<file path="src/rtl/reg_file_wb_pkg.sv">
`default_nettype none
// ============================================================================
// Module      : reg_file_wb_pkg
// Description : Register indices and reset defaults shared by the register
//               file and the memory map.
// Revision    : 1.0 - initial release
// ============================================================================
package reg_file_wb_pkg;

    localparam int          REG_COUNT = 32;
    localparam logic [4:0]  REG_ZERO  = 5'd0;
    localparam logic [4:0]  REG_GP    = 5'd28;
    localparam logic [4:0]  REG_SP    = 5'd29;
    localparam logic [4:0]  REG_RA    = 5'd31;

    localparam logic [31:0] SP_INIT_DEFAULT = 32'h0000_2ffc;
    localparam logic [31:0] GP_INIT_DEFAULT = 32'h0000_1800;

endpackage
`default_nettype wire

</file>
<file path="src/rtl/reg_file_wb_read_port.sv">
`default_nettype none
// ============================================================================
// Module      : reg_read_port
// Description : One combinational register-file read port with $0 forcing
//               and optional same-cycle write forwarding.
// Revision    : 1.0 - initial release
// ============================================================================
module reg_read_port
    import reg_file_wb_pkg::*;
#(
    parameter int WIDTH  = 32,
    parameter int BYPASS = 1
) (
    input  logic [4:0]                      idx,
    input  logic [REG_COUNT-1:0][WIDTH-1:0] regs,
    input  logic                            wr_en,
    input  logic [4:0]                      wr_idx,
    input  logic [WIDTH-1:0]                wr_data,
    output logic [WIDTH-1:0]                data
);

    logic w_hit;

    always_comb begin
        w_hit = (BYPASS != 0) && wr_en && (wr_idx == idx);
        data  = regs[idx];
        // $0 wins over forwarding so a write aimed at $0 can never leak out
        if (idx == REG_ZERO) begin
            data = '0;
        end else if (w_hit) begin
            data = wr_data;
        end
    end

endmodule
`default_nettype wire

</file>
<file path="src/rtl/reg_file_wb.sv">
`default_nettype none
// ============================================================================
// Module      : reg_file_wb
// Description : 32x32 MIPS register file, write-back side, two async reads.
//               Define REGFILE_DBG_EN for the debug read port, write counter
//               and simulation write trace.
// Revision    : 1.0 - initial release
// ============================================================================
module reg_file_wb
    import reg_file_wb_pkg::*;
#(
    parameter int               WIDTH   = 32,
    parameter int               BYPASS  = 1,
    parameter logic [WIDTH-1:0] SP_INIT = WIDTH'(SP_INIT_DEFAULT),
    parameter logic [WIDTH-1:0] GP_INIT = WIDTH'(GP_INIT_DEFAULT)
) (
    input  logic             clk,
    input  logic             rst,
    input  logic [4:0]       ra,
    input  logic [4:0]       rb,
    output logic [WIDTH-1:0] busA,
    output logic [WIDTH-1:0] busB,
    input  logic             RegWr,
    input  logic [4:0]       rw,
    input  logic [WIDTH-1:0] busW
`ifdef REGFILE_DBG_EN
    ,
    input  logic [4:0]       dbg_addr,
    output logic [WIDTH-1:0] dbg_data,
    output logic [31:0]      wr_count
`endif
);

    logic [REG_COUNT-1:0][WIDTH-1:0] r_regs;
    logic                            w_wr_en;
    logic                            w_accept;

    // Reset suppresses forwarding too, so reads show reset contents at once
    assign w_wr_en  = RegWr && !rst;
    assign w_accept = w_wr_en && (rw != REG_ZERO);

    always_ff @(posedge clk or posedge rst) begin
        if (rst) begin
            for (int i = 0; i < REG_COUNT; i++) begin
                r_regs[i] <= '0;
            end
            r_regs[REG_GP] <= GP_INIT;
            r_regs[REG_SP] <= SP_INIT;
        end else if (w_accept) begin
            r_regs[rw] <= busW;
        end
    end

    reg_read_port #(.WIDTH(WIDTH), .BYPASS(BYPASS)) u_port_a (
        .idx     (ra),
        .regs    (r_regs),
        .wr_en   (w_wr_en),
        .wr_idx  (rw),
        .wr_data (busW),
        .data    (busA)
    );

    reg_read_port #(.WIDTH(WIDTH), .BYPASS(BYPASS)) u_port_b (
        .idx     (rb),
        .regs    (r_regs),
        .wr_en   (w_wr_en),
        .wr_idx  (rw),
        .wr_data (busW),
        .data    (busB)
    );

`ifdef REGFILE_DBG_EN
    logic [31:0] r_wr_count;

    reg_read_port #(.WIDTH(WIDTH), .BYPASS(0)) u_port_dbg (
        .idx     (dbg_addr),
        .regs    (r_regs),
        .wr_en   (1'b0),
        .wr_idx  (REG_ZERO),
        .wr_data ('0),
        .data    (dbg_data)
    );

    always_ff @(posedge clk or posedge rst) begin
        if (rst) begin
            r_wr_count <= '0;
        end else if (w_accept) begin
            r_wr_count <= r_wr_count + 32'd1;
`ifndef SYNTHESIS
            $display("R%0d <= %h", rw, busW);
`endif
        end
    end

    assign wr_count = r_wr_count;
`endif

endmodule
`default_nettype wire

</file>
<file path="config.mk">
export PLATFORM = sky130hd
export DESIGN_NAME = reg_file_wb
export DESIGN_NICKNAME = d
export VERILOG_FILES = /design/src/rtl/reg_file_wb_pkg.sv /design/src/rtl/reg_file_wb_read_port.sv /design/src/rtl/reg_file_wb.sv
export SDC_FILE = /design/constraint.sdc
export NUM_CORES = 2
export LEC_CHECK = 0
export CORE_MARGIN = 4
export CORE_UTILIZATION = 54
export CTS_CLUSTER_SIZE = 20
export DETAILED_ROUTE_END_ITERATION = 10
export PLACE_DENSITY = 0.71
export SYNTH_ARGS = -nofsm -noshare
export SYNTH_HDL_FRONTEND = slang
export SYNTH_HIERARCHICAL = 1
export SYNTH_SLANG_ARGS = --single-unit
export TNS_END_PERCENT = 100
</file>
<file path="constraint.sdc">
create_clock -name clk -period 60.1 [get_ports clk]
set_input_delay 12.02 -clock clk [delete_from_list [all_inputs] [get_ports clk]]
set_output_delay 12.02 -clock clk [all_outputs]
set_load 0.01 [all_outputs]
</file>
==> results_dict.tcl <==
set metrics [dict create \
    worst_path_most_repeated_cell "buf_4" \
    grt_max_degree 180 \
    pre_cts_ws_ns 31.77 \
    async_reset_ff_share_pct 100 \
    ctsHoldBuffers 0 \
    netlist.area_leader.share_pct 45.0 \
    tritoncts "yes" \
    core_area_sq_um 103000 \
    num_vias 38100 \
    tns_ns 0 \
    regMostFlops "r_regs" \
    yosysTopAreaCell "dfrtp_1" \
    fp.dieH_um 331 \
    cp-end-kind "primary output" \
    layout_min_cycle_time_ns 28.41 \
    grt_pass1_vias 38100 \
    post_cts_buffers 0 \
    ff2ff_setup_slack_ns 59.29 \
    antenna_found_initial 10 \
    netlist_top_cells_count "dfrtp_1, mux2_2, mux4_2" \
    cts.repair.resized 0 \
    reg2reg_depth 1 \
    slew_headroom_pct 11.1 \
    p_int_mw 1.35 \
    critPathLaunchType "input pin" \
    reg2reg_to "r_regs[822]" \
    synth.most_common_cell "dfrtp_1" \
    p_per_area_nw_per_um2 30.3 \
    fillCellCount 8121 \
    seqPwrFrac_pct 45.4 \
    rows 118 \
    r2r-start "r_regs[822]" \
    nets 3929 \
    worstPathCellList "buf_8, buf_4, buf_4, mux2i_1, a221oi_1, a22oi_1, o21ai_0, a21o_1, clkdlybuf4s50_1" \
    layout_setup_ws_ns 31.69 \
    postRouteAntennaNets 0 \
    synthTopCellsByArea "dfrtp_1, mux2_2, mux4_2, mux2i_1, clkbuf_1" \
    worst_pin_slew_ns 1.33 \
    drc 0 \
    clk-insertion-delay-late_ns 0.71 \
    status "completed" \
    max_freq_mhz 35.2 \
    syn_nets 4040 \
    p_leak_nw 27.3 \
    gp_congestion 0.839 \
    wl_per_cell_um 33.2 \
    peakVddDrop_mv 0.0216 \
    setup_violations 0 \
    startpoint "rb[0]" \
    crit_slowest_cell "buf_4" \
    cts_buffers 111 \
    largestRegisters "r_regs (1024)" \
    ys_seq_area_share_pct 45.6 \
    synth-edff-count 0 \
    dieArea_sq_um 109000 \
    routed_wl_um 178000 \
    crit_arrival_ns 16.39 \
    synthCells 3990 \
    die_x_um 331 \
    finClkSkew_ns 0 \
    routed_via_density 7.11 \
    yosys_most_used_dff "dfrtp_1" \
    avgSynthCellArea_sq_um 14.1 \
    area_delta_synth_final_pct 8.92 \
    cap_violations 0 \
    p_clk_share_pct 37.3 \
    worstPathMaxFanout 65 \
    drt_iter0_drc 4443 \
    clk_transition_reported_paths_ns 0.06 \
    swShare_pct 27.1 \
    min_period_over_period_pct 47.3 \
    htreeDepth 3 \
    clockRootBuffer "clkbuf_16" \
    pwr-share-comb_pct 17.3 \
    drive_gt1_share_pct 43.0 \
    drt_pass1_iterations 6 \
    hold_start "r_regs[27]" \
    cts_buffer_depth 3 \
    worstPathRequired_ns 48.08 \
    synth_seq_cells 1024 \
    grt-ovfl-total 0 \
    slowest_delay_ns 0.92 \
    endpoint "busB[17]" \
    final_area_sq_um 61200 \
    initial_utilization_pct 54.4 \
    grt_pass1_wl_um 262000 \
    worstSetupPathType "in2out" \
    track_usage_pct 32.6 \
    min-delay-path-class "reg2reg" \
    cts_sinks 1024 \
    slew_violations 0 \
    ys_types 69 \
    report.final.hold_viol_count 0 \
    largest_register_ffs 1024 \
    dpl.hpwl_um 104000 \
    dpl_cell_area_sq_um 57500 \
    synth_area_sq_um 56200 \
    rsz0062_at_grt "false" \
    boundaryPins 114 \
    power_switching_uw 504 \
    yosys_warnings 6 \
    io_buffers 113 \
]
[how the worst min path moves through the flow]
stage	endpoint	slack, ns	depth (start not counted)
6_report	r_regs[27]	0.40	0
2_1_floorplan	r_regs[10]	0.44	1
5_1_grt	r_regs[25]	0.41	0
3_3_place_gp	r_regs[11]	0.38	0
4_1_cts	r_regs[19]	0.40	0
3_5_place_dp	r_regs[19]	0.38	0
[cell usage in the layout, fill, tap and decap left out, types with 14 or more instances in the layout]
master / n
clkdlybuf4s50_1: 103
clkbuf_16: 112
nor4_1: 18
mux4_2: 330
clkbuf_1: 19
nor2_1: 22
and4_1: 16
nor3_1: 47
a221oi_1: 78
nand2_1: 82
clkbuf_8: 30
nand3_1: 29
a221o_1: 26
a22oi_1: 66
o21ai_0: 68
o21ai_1: 16
a211oi_1: 24
nor2_4: 18
nor2b_1: 17
nand2_2: 15
dfrtp_1: 1011
o22ai_1: 34
a2bb2oi_1: 14
clkinv_2: 26
a21oi_1: 80
mux2_2: 1009
mux2i_1: 312
nand2b_1: 14
buf_4: 102
mux4_1: 16
[logic make-up (layout without fill, tap and decap cells)]
group	after synthesis	in the layout	synth area share, %
multiplexers	1680	1680	40.0
flip-flops	1024	1024	45.6
AO/OA/AOI/OAI	500	500	6.45
buffers and inverters	446	426	4.64
AND/OR/NAND/NOR	330	330	3.11
XOR/XNOR	10	10	0.156
other	0	6	0
[stage by stage]
step | power (mW) | hold slack, ns | std cells | utilization [%]
CTS | 1.86 | 0.397 | 5350 | 59.2
floorplan | 1.08 | 0.441 | 3990 | -
detailed placement | 1.17 | 0.384 | 5146 | 55.7
global route | 1.92 | 0.407 | 5353 | 59.2
global placement | 1.16 | 0.377 | 5146 | 55.7
finish | 1.86 | 0.396 | 5356 | 59.2
[final cells by class]
class	instances	area [sq um]	share of cell area (%)
Sequential cell	1024	25600	41.9
Clock buffer	161	3290	5.37
Clock inverter	43	389	0.636
Tap cell	1380	1730	2.82
Antenna cell	6	15.0	0.0245
Timing Repair Buffer	215	1950	3.18
Inverter	7	33.8	0.0552
Multi-Input combinational cell	2520	28200	46.0
[critical path, delay by kind of cell]
kind                   cells  cell delay (ns)
AOI/OAI and AO/OA          4             1.42
muxes                      1             0.17
buffers and inverters      4             2.68
[per-layer routing]
metal  vias up  share of wire, %  track usage, %  wire length (um)
met1     20200                39            45.0             69800
li1      15200                 -               -                 -
met2      2142                45            49.5             80400
met4        10               4.9            13.9              8730
met3       550                11            8.12             18800
met5         -             0.039               0                70
[power by group through the flow]
stage,clock [mW],sequential [mW],combinational [mW]
3_5_place_dp,0,0.853,0.316
2_1_floorplan,0,0.836,0.244
5_1_grt,0.726,0.855,0.340
6_report,0.692,0.843,0.320
3_3_place_gp,0,0.847,0.310
4_1_cts,0.699,0.841,0.317
No activity file was read; power rests on OpenSTA's default activity.
==> RTL edit, RTL diff (config.mk and constraints unchanged) <==
`BYPASS` is set to 1 in 2 places; all go to 0.
--- a/src/rtl/reg_file_wb_read_port.sv
+++ b/src/rtl/reg_file_wb_read_port.sv
@@ -10,5 +10,5 @@
 #(
     parameter int WIDTH  = 32,
-    parameter int BYPASS = 1
+    parameter int BYPASS = 0
 ) (
     input  logic [4:0]                      idx,
--- a/src/rtl/reg_file_wb.sv
+++ b/src/rtl/reg_file_wb.sv
@@ -11,5 +11,5 @@
 #(
     parameter int               WIDTH   = 32,
-    parameter int               BYPASS  = 1,
+    parameter int               BYPASS  = 0,
     parameter logic [WIDTH-1:0] SP_INIT = WIDTH'(SP_INIT_DEFAULT),
     parameter logic [WIDTH-1:0] GP_INIT = WIDTH'(GP_INIT_DEFAULT)
Function: not settled (the Yosys comparison gave no result); the edit may change what the design does.
==> RTL edit against the original RTL <==
- setup slack lost 86 ps
- critical path depth fell by 1
- power increased by 1.1%
- sequential cell count unchanged
- maximum frequency decreased by 0.30%
- count of clock-buffer cells in the layout increased by 1
- synthesized area is 2.6% lower
- first-iteration DRC count decreased by 11%
- global-route usage decreased by 0.066 points
- wire length decreased by 2.9%
- final area is 1.9% lower
- critical path type unchanged
==> RTL edit: results (changes against the original RTL) <==
| Metric | Value |
|---|---|
| Placer Congestion | 0.8355 (-0.41%) |
| DR WL met2 | 79030 µm (-1.7%) |
| Worst r2r src | r_regs[381] |
| Crit-path max FO | 108 (+66%) |
| Iter 0 DRT Violations | 3945 (-11%) |
| CP endpoint | busA[5] |
| TritonRoute pass-1 iters | 7 (+1) |
| Clock-net power | 0.721 mW (+4.2%) |
| Max IR drop VDD | 0.02875 mV (+33%) |
| GRT Util Overall | 32.50% (-0.066 points) |
| Slowest CP cell | a311oi_1 |
| CTS buffer count | 110 (-0.90%) |
| Pre-CTS setup slack | 31640 ps (-128.7 ps) |
| LEAKAGE | 26.30 nW (-3.7%) |
| Ant diodes | 4 (-2) |
| Pin count of the biggest net entering global routing | 138 (-23%) |
| M1 GR Usage | 44.13% (-0.89 points) |
| Highest routed layer | met4 |
| Finished Layout Cells | 4947 (-7.6%) |
| Signal buffers | 192 (-11%) |
| CLK BUF | 162 (+0.62%) |
| Net Count, Synth | 3663 (-9.3%) |
| Share of cells above drive strength 1 | 51.17% (+8.1 points) |
| Critical Path Source | ra[2] |
| Power density over cell area | 31.26 mW/mm² (+3.1%) |
| Vias in the first global route | 37905 (-0.58%) |
| Int Pwr | 1.381 mW (+2.2%) |
| Comb_multi_in | 2161 (-14%) |
| WP data arrival | 16480 ps (+90 ps) |
| Drt wl/cell | 34.88 µm (+5.1%) |
| Buffering overhead | 2.939% (-0.24 points) |
| Core area | 0.1003 mm² (-3.0%) |
| Met3 Use GR | 7.604% (-0.51 points) |
| Avg Cell Area, Syn | 15.15 µm² (+7.6%) |
| CP max stage delay | 870 ps (-50 ps) |
| R2R Path End | r_regs[381] |
| Grt met2 use | 49.61% (+0.13 points) |
| Reg2Reg Setup Slack | 59260 ps (-30 ps) |
| PortBufs | 113 (unchanged) |
| Placed inst area | 0.05617 mm² (-2.4%) |
| Final Net Count | 3542 (-9.8%) |
| Status | completed |
| Worst-skew pair later-pin latency | 680 ps (-30 ps) |
| Antenna violations before repair | 3 (-7) |
| Cell count after placement | 4737 (-7.9%) |
| First-pass GRT wire length | 256700 µm (-1.9%) |
| Met3 WL | 16620 µm (-12%) |
| Inverter count | 3 (-4) |
| DP HPWL | 97050 µm (-6.7%) |
-- RTL edit: cell types whose count changed in the layout (fill, tap and decap cells not counted), moves of 30 or more --
cell	unedited run	this run
mux2i_1	312	128
mux2_2	1009	1043
mux4_2	330	448
a211oi_1	24	64
o22ai_1	34	0
nor2b_1	17	64
a221oi_1	78	48
nand2_1	82	32
a21oi_1	80	0
o21ai_1	16	106
nor3_1	47	1
o21ai_0	68	4
a311oi_1	4	60
-- RTL edit: worst min path at each step --
stage	from	endpoint	slack [ps]	cells past startpoint
after detailed placement	r_regs[15]	r_regs[15]	380	0
after CTS	r_regs[3]	r_regs[3]	400	0
after floorplan	r_regs[0]	r_regs[0]	440	1
after global routing	r_regs[23]	r_regs[23]	410	0
after global placement	r_regs[19]	r_regs[19]	380	0
final	r_regs[13]	r_regs[13]	400	0
-- RTL edit: worst max-delay path: cells and delay by family --
kind                   cells  cell delay, ps
AOI/OAI and AO/OA          2             930
buffers and inverters      4            2880
muxes                      2             480
